File: src/rtl/image_pkg.sv
// Shared types and constants for the image sender.
package image_pkg;

  typedef enum logic [2:0] {
    IDLE,
    HDR,
    FETCH,
    CAPT,
    XMIT,
    CSUM,
    DONE
  } state_t;

  localparam logic [7:0] SYNC_BYTE      = 8'hA5;
  localparam int         PIX_W          = 8;
  localparam int         NUM_PIXELS_DEF = 76800;
  localparam int         ADDR_W_DEF     = 17;

endpackage

File: src/rtl/image_sender.sv
// Streams one frame from external memory: sync header, pixel bytes, optional checksum.
// Define IMAGE_SENDER_CHECKSUM_EN to append the modulo-256 pixel sum after the last pixel.
module image_sender
  import image_pkg::*;
#(
  parameter int NUM_PIXELS = NUM_PIXELS_DEF,
  parameter int ADDR_W     = ADDR_W_DEF
) (
  input  logic              clock,
  input  logic              reset,
  input  logic              send,
  output logic              done_send,
  output logic              mem_rd_en,
  output logic [ADDR_W-1:0] mem_addr,
  input  logic [PIX_W-1:0]  mem_rdata,
  output logic [PIX_W-1:0]  tx_data,
  output logic              tx_valid,
  input  logic              tx_ready
);

  localparam logic [ADDR_W-1:0] LAST_IDX = ADDR_W'(NUM_PIXELS - 1);

  state_t            state;
  logic [ADDR_W-1:0] index;
`ifdef IMAGE_SENDER_CHECKSUM_EN
  logic [PIX_W-1:0]  checksum;
`endif

  always_ff @(posedge clock) begin
    if (reset) begin
      state     <= IDLE;
      tx_valid  <= 1'b0;
      tx_data   <= '0;
      done_send <= 1'b0;
      mem_rd_en <= 1'b0;
      mem_addr  <= '0;
      index     <= '0;
`ifdef IMAGE_SENDER_CHECKSUM_EN
      checksum  <= '0;
`endif
    end else begin
      case (state)
        IDLE: begin
          if (send) begin
            state    <= HDR;
            tx_valid <= 1'b1;
            tx_data  <= SYNC_BYTE;
`ifdef IMAGE_SENDER_CHECKSUM_EN
            checksum <= '0;
`endif
          end
        end
        HDR: begin
          if (tx_ready) begin
            state     <= FETCH;
            tx_valid  <= 1'b0;
            index     <= '0;
            mem_rd_en <= 1'b1;
            mem_addr  <= '0;
          end
        end
        FETCH: begin
          mem_rd_en <= 1'b0;
          state     <= CAPT;
        end
        // Memory data is valid in this cycle, one cycle after the read strobe.
        CAPT: begin
          tx_data  <= mem_rdata;
          tx_valid <= 1'b1;
`ifdef IMAGE_SENDER_CHECKSUM_EN
          checksum <= checksum + mem_rdata;
`endif
          state    <= XMIT;
        end
        XMIT: begin
          if (tx_ready) begin
            index <= index + 1'b1;
            if (index == LAST_IDX) begin
`ifdef IMAGE_SENDER_CHECKSUM_EN
              state    <= CSUM;
              tx_data  <= checksum;
`else
              state     <= DONE;
              tx_valid  <= 1'b0;
              done_send <= 1'b1;
`endif
            end else begin
              state     <= FETCH;
              tx_valid  <= 1'b0;
              mem_rd_en <= 1'b1;
              mem_addr  <= index + 1'b1;
            end
          end
        end
`ifdef IMAGE_SENDER_CHECKSUM_EN
        CSUM: begin
          if (tx_ready) begin
            state     <= DONE;
            tx_valid  <= 1'b0;
            done_send <= 1'b1;
          end
        end
`endif
        DONE: begin
          done_send <= 1'b0;
          state     <= IDLE;
        end
        default: state <= IDLE;
      endcase
    end
  end

endmodule
File: config.mk
export PLATFORM = sky130hd
export DESIGN_NAME = image_sender
export DESIGN_NICKNAME = d
export VERILOG_FILES = /design/src/rtl/image_pkg.sv /design/src/rtl/image_sender.sv
export SDC_FILE = /design/constraint.sdc
export NUM_CORES = 1
export LEC_CHECK = 0
export ABC_AREA = 1
export BUFFER_PORTS_ARGS = -buffer_cell sky130_fd_sc_hd__buf_2
export CAP_MARGIN = 25
export CORE_MARGIN = 2
export CORE_UTILIZATION = 55
export DETAILED_ROUTE_END_ITERATION = 10
export HOLD_SLACK_MARGIN = 0.05
export PLACE_DENSITY = 0.88
export SLEW_MARGIN = 20
export SYNTH_ARGS = -nofsm -noshare
export SYNTH_HDL_FRONTEND = slang
export SYNTH_SLANG_ARGS = --single-unit
export TNS_END_PERCENT = 100
File: constraint.sdc
create_clock -name clock -period 2.15 [get_ports clock]
set_input_delay 0.3225 -clock clock [delete_from_list [all_inputs] [get_ports clock]]
set_output_delay 0.3225 -clock clock [all_outputs]
set_load 0.02 [all_outputs]
# --- Word level (Yosys, flattened, before mapping) ---
# Index checks and enable logic that the tools add are counted.
word_totals:
  ff_bits: 48
  inputBits: 12
  output_inout_bits: 28
  elab_cells: 57
classes:
  add_sub_neg: 1
  n_eq_ne: 12
  n_mux: 23
  n_reduce_logical: 14
op_table:
  columns: ["operator", "count"]
  rows:
  - ["$mux 17", 4]
  - ["$pmux 17 s2", 2]
  - ["$add 17x1->17 const B", 1]
  - ["$eq 17x17->1 const B", 1]
  - ["$pmux 8 s2", 1]
  - ["$pmux 3 s5", 1]
  - ["$mux 3", 4]
  - ["$reduce_and 3->1", 4]
  - ["$ne 2x2->1 const B", 5]
  - ["$mux 8", 1]
  - ["$reduce_and 4->1", 2]
  - ["$mux 1", 7]
  - ["$eq 3x2->1 const B", 2]
  - ["$eq 3x3->1 const B", 2]
  - ["$pmux 1 s3", 2]
  - ["$reduce_bool 2->1", 3]
  - ["$reduce_bool 3->1", 2]
  - ["$eq 3x1->1 const B", 1]
  - ["$logic_not 3->1", 1]
  - ["$ne 2x1->1 const B", 1]
  - ["$pmux 1 s2", 1]
  - ["$reduce_and 2->1", 1]
  - ["$reduce_or 2->1", 1]

# --- Logic depth before layout (Yosys ltp) ---
depth:
  depth_word: 4
  ltp_mapped: 11
  depth_no_buf: 10

# --- Worst setup path before layout ---
# No wires, ideal clock.
synth_path:
  path_type: "flip-flop to flip-flop"
  from: "reg index[0]"
  to: "reg mem_addr[10]"
  arrival_ps: 1413
  required_ps: 2032
  path_slack_ps: 619
  stages_incl_launch_ff: 10
  path_buffers: 1
  synth_period_minus_slack_ps: 1531
  cell_sequence: "dfxtp_1 > ha_1 > nand3_1 > nor2_4 > nand3_4 > nand2_8 > buf_12 > nand2_1 > nand2_1 > nor2_1"
synth_via:
  elab_chain_len: 4
synth_rtl:
  columns: ["element", "line", "source"]
  rows:
  - ["start, declared", "image_sender.sv:24", "logic [ADDR_W-1:0] index;"]
  - ["start signal, assigned", "image_sender.sv:77", "index <= index + 1'b1;"]
  - ["$add 17x1->17", "image_sender.sv:91", "mem_addr <= index + 1'b1;"]
  - ["$mux 17", "image_sender.sv:78", "if (index == LAST_IDX) begin"]
  - ["$mux 17", "image_sender.sv:76", "if (tx_ready) begin"]
  - ["$pmux 17 s2", "image_sender.sv:42", "case (state)"]
  - ["end signal, assigned", "image_sender.sv:91", null]
  - ["end, declared", "image_sender.sv:14", "output logic [ADDR_W-1:0] mem_addr,"]
# Several ways; a longest one is shown, not always the timed one. The select of a mux whose other input is x is not followed.
# A chain may end at the register's enable or synchronous reset.

# --- Worst setup path after layout ---
layout_path:
  from: "reg state[0]"
  to: "reg mem_addr[3]"
layout_via:
  elab_chain_len: 3
layout_rtl:
  columns: ["element", "line", "source"]
  rows:
  - ["start, declared", "image_sender.sv:23", "state_t state;"]
  - ["start signal, assigned", "image_sender.sv:31", "state <= IDLE;"]
  - ["start signal, assigned", "image_sender.sv:45", "state <= HDR;"]
  - ["start signal, assigned", "image_sender.sv:55", "state <= FETCH;"]
  - ["$eq 3x3->1 / $eq 3x1->1 (equally long branches)", "image_sender.sv:42", null]
  - ["$ne 2x2->1 (no source line) / $reduce_bool 2->1 (equally long branches)", null, null]
  - ["$reduce_and 4->1 (no source line)", null, null]
# Several ways; a longest one is shown, not always the timed one.

==> results.yml <==
worst_setup_path:
  r2r_start: "state[0]"
  arrival_ns: 2.07
  critPathMaxFanout: 16
  cp.required_ns: 2.39
  start_kind: "register"
  rr_worst_depth: 8
  timing.rr.end: "mem_addr[3]"
  crit_type: "register to register"
  r2r_setup_slack_ns: 0.33
  end_kind: "register"
detailed_routing:
  avgRoutedWirePerCell_um: 12.3
  drtIter0Drc: 209
  via_per_inst: 5.15
  routed_wl_um: 5660
  dr_total_vias: 2367
  drc: 0
  firstDrtPassIters: 4
  ant_nets: 0
clock_network:
  clk_pin_slew_ns: 0.09
  post_cts_buffers: 0
  post_cts_resized: 0
  ctsHoldBuffers: 0
  cts.sinks: 48
  cts_made_buffers: 5
  clk_latency_ns: 0.31
  cts-root-buf: "clkbuf_8"
  cts_tree: "built"
  cts_buffer_depth: 2
  h-tree-depth: 2
global_routing:
  grtUsageMet3: 0.0506
  busiest_layer: "met2"
  gr-usage-met2: 0.396
  antenna_found_initial: 0
  grt_pass1_wl_um: 9580
  grtUsageTotal: 0.233
  grt_use_met1: 0.280
  globalRouteOverflowTotal: 0
  first_global_vias: 2226
  grt_max_degree: 31
sta:
  fin_worst_skew_ns: 0.0107
  setup_ws_ns: 0.326
  rsz0062_at_grt: "false"
  fin_crit_sh: 0.848
  worst_slew_pin_slew_ns: 0.806
  setup_tns_ns: 0
  slew_viol_final: 0
  relSlewSlack: 0.462
  finalHoldViolCount: 0
  fin_crit_ns: 1.82
  final-setup-viol-count: 0
  fmax_mhz: 548
place:
  post-place-ws_ns: 0.369
  placed_area_um2: 2700
  hpwl_um: 4060
  portBuffers: 39
  post-place-cells: 453
  place_congestion: 0.953
final_layout:
  final_common_cell: "nand2_1"
  final_cell_mix: "nand2_1 (95), nor2_1 (57), inv_1 (51), dfxtp_1 (48), buf_2 (39)"
  nNetsFinal: 421
  diodes: 0
  final_layout_size_suffix_gt1_frac: 0.169
  post-route-cell-area_um2: 2780
  final_cells: 460
  areaGrowthSynthToFinish_pct: 10.3
synthesis:
  netlist_instances: 373
  synthDominantCellAreaShare: 0.381
  synth_top_family_by_area: "simple AND/OR/NAND/NOR gates"
  synth_top_cell_by_area: "dfxtp_1"
  ys_seq_area_frac: 0.381
  synth-simple-area-share: 0.374
  synth-compound-area-share: 0.122
  synth_xor_xnor_area_share: 0
  ys_ff_latch: 48
  synth_area_leaders: "dfxtp_1 (38%), nand2_1 (14%), nor2_1 (8.5%)"
  synth_mux_area_frac: 0
  syn_nets: 386
  ys.warnings.count: 0
  syn-cell-area_um2: 2520
  synth_cell_types: 31
  syn_area_per_cell_um2: 6.76
  synth_fa_ha_area_frac: 0.00496
floorplanning:
  die-area_um2: 5140
  core_um2: 4380
  start_util: 0.575
  die_w_um: 71.7
  die_h_um: 71.7
  rows: 24
  pin_count: 40
hold_path:
  holdPathStages: 3
  hold_end: "tx_data[1]"
  holdCritStartpoint: "mem_rdata[1]"
  min_path_type: "input pin to register"
pwr:
  switching_share: 0.353
  p_int_w: 0.00140
  seqPwrFrac: 0.501
  power.switching_w: 0.000762
  p_comb_frac: 0.259
  p_clk_frac: 0.240
  peakVddDrop_mv: 0.401
  leakage_nw: 1.30
  powerDensity_nw_per_um2: 777
run:
  cap_violations: 0
status:
  outcome: "finished, final reports clean"
cell families (layout without fill, tap and decap cells):
family          Yosys count  after routing
simple gates            205            205
compound gates           54             54
fa+ha+maj                 1              1
buf+inv                  65            100
flops                    48             48
per-stage QoR:
step	utilization	hold WS, ns	power (W)
after floorplan	-	0.470	0.00154
after global placement	0.616	0.439	0.00164
after detailed placement	0.616	0.447	0.00166
after CTS	0.634	0.257	0.00218
after global routing	0.634	0.262	0.00230
final	0.634	0.258	0.00216
synthesized netlist by cell type (all sizes together):
| cell | count |
|---|---|
| o211ai | 2 |
| nor3 | 4 |
| o221ai | 4 |
| nand3b | 2 |
| nand3 | 32 |
| clkbuf | 4 |
| o31ai | 1 |
| clkinv | 1 |
| nand4 | 2 |
| nand2 | 104 |
| ha | 1 |
| buf | 7 |
| dfxtp | 48 |
| nor2 | 61 |
| inv | 53 |
| a21oi | 30 |
| o21ai | 17 |
worst max-delay path by stage:
| stage | start | end | slack, ns | cells after the start |
|---|---|---|---|---|
| global placement | state[0] | mem_addr[15] | 0.46 | 9 |
| CTS | state[0] | mem_addr[3] | 0.34 | 8 |
| global route | state[0] | mem_addr[7] | 0.15 | 8 |
| floorplan | index[0] | mem_addr[10] | 0.62 | 9 |
| finish | state[0] | mem_addr[3] | 0.33 | 8 |
| detailed placement | state[0] | mem_addr[15] | 0.37 | 9 |
cell type report:
cell class	instances	area, µm²
clock inverters	2	12.5
repair buffers	39	195
multi-input cells	260	1260
clock buffers	5	68.8
well taps	52	65.1
fillers	405	1600
flip-flops and latches	48	961
inverters	54	215
flip-flops by register name, summed over array words and instances (netlist names):
name	count
mem_addr	17
index	17
tx_data	8
state	3
mem_rd_en	1
done_send	1
tx_valid	1
metal layers:
metal | up-vias | routed length [µm]
li1 | 1238 | -
met3 | 11 | 272
met1 | 1063 | 2640
met5 | - | 0
met2 | 55 | 2650
met4 | 0 | 99
worst max-delay path: stages, from the launching register on:
cell and delay (ns):
dfxtp_1 0.57, nor2_8 0.09, nand2_4 0.14, inv_1 0.24, nand2_1 0.13, nor2_1 0.06
nor2_1 0.28, nor2_1 0.11, nor2_1 0.13
power groups by stage:
stage / registers, W / clock network [W] / logic (W)
finish: 0.00108 / 0.000518 / 0.000560
global route: 0.00110 / 0.000572 / 0.000632
CTS: 0.00108 / 0.000533 / 0.000561
detailed placement: 0.00110 / 0 / 0.000556
global placement: 0.00110 / 0 / 0.000546
floorplan: 0.00115 / 0 / 0.000389
Power figures use the tool's default switching activity.
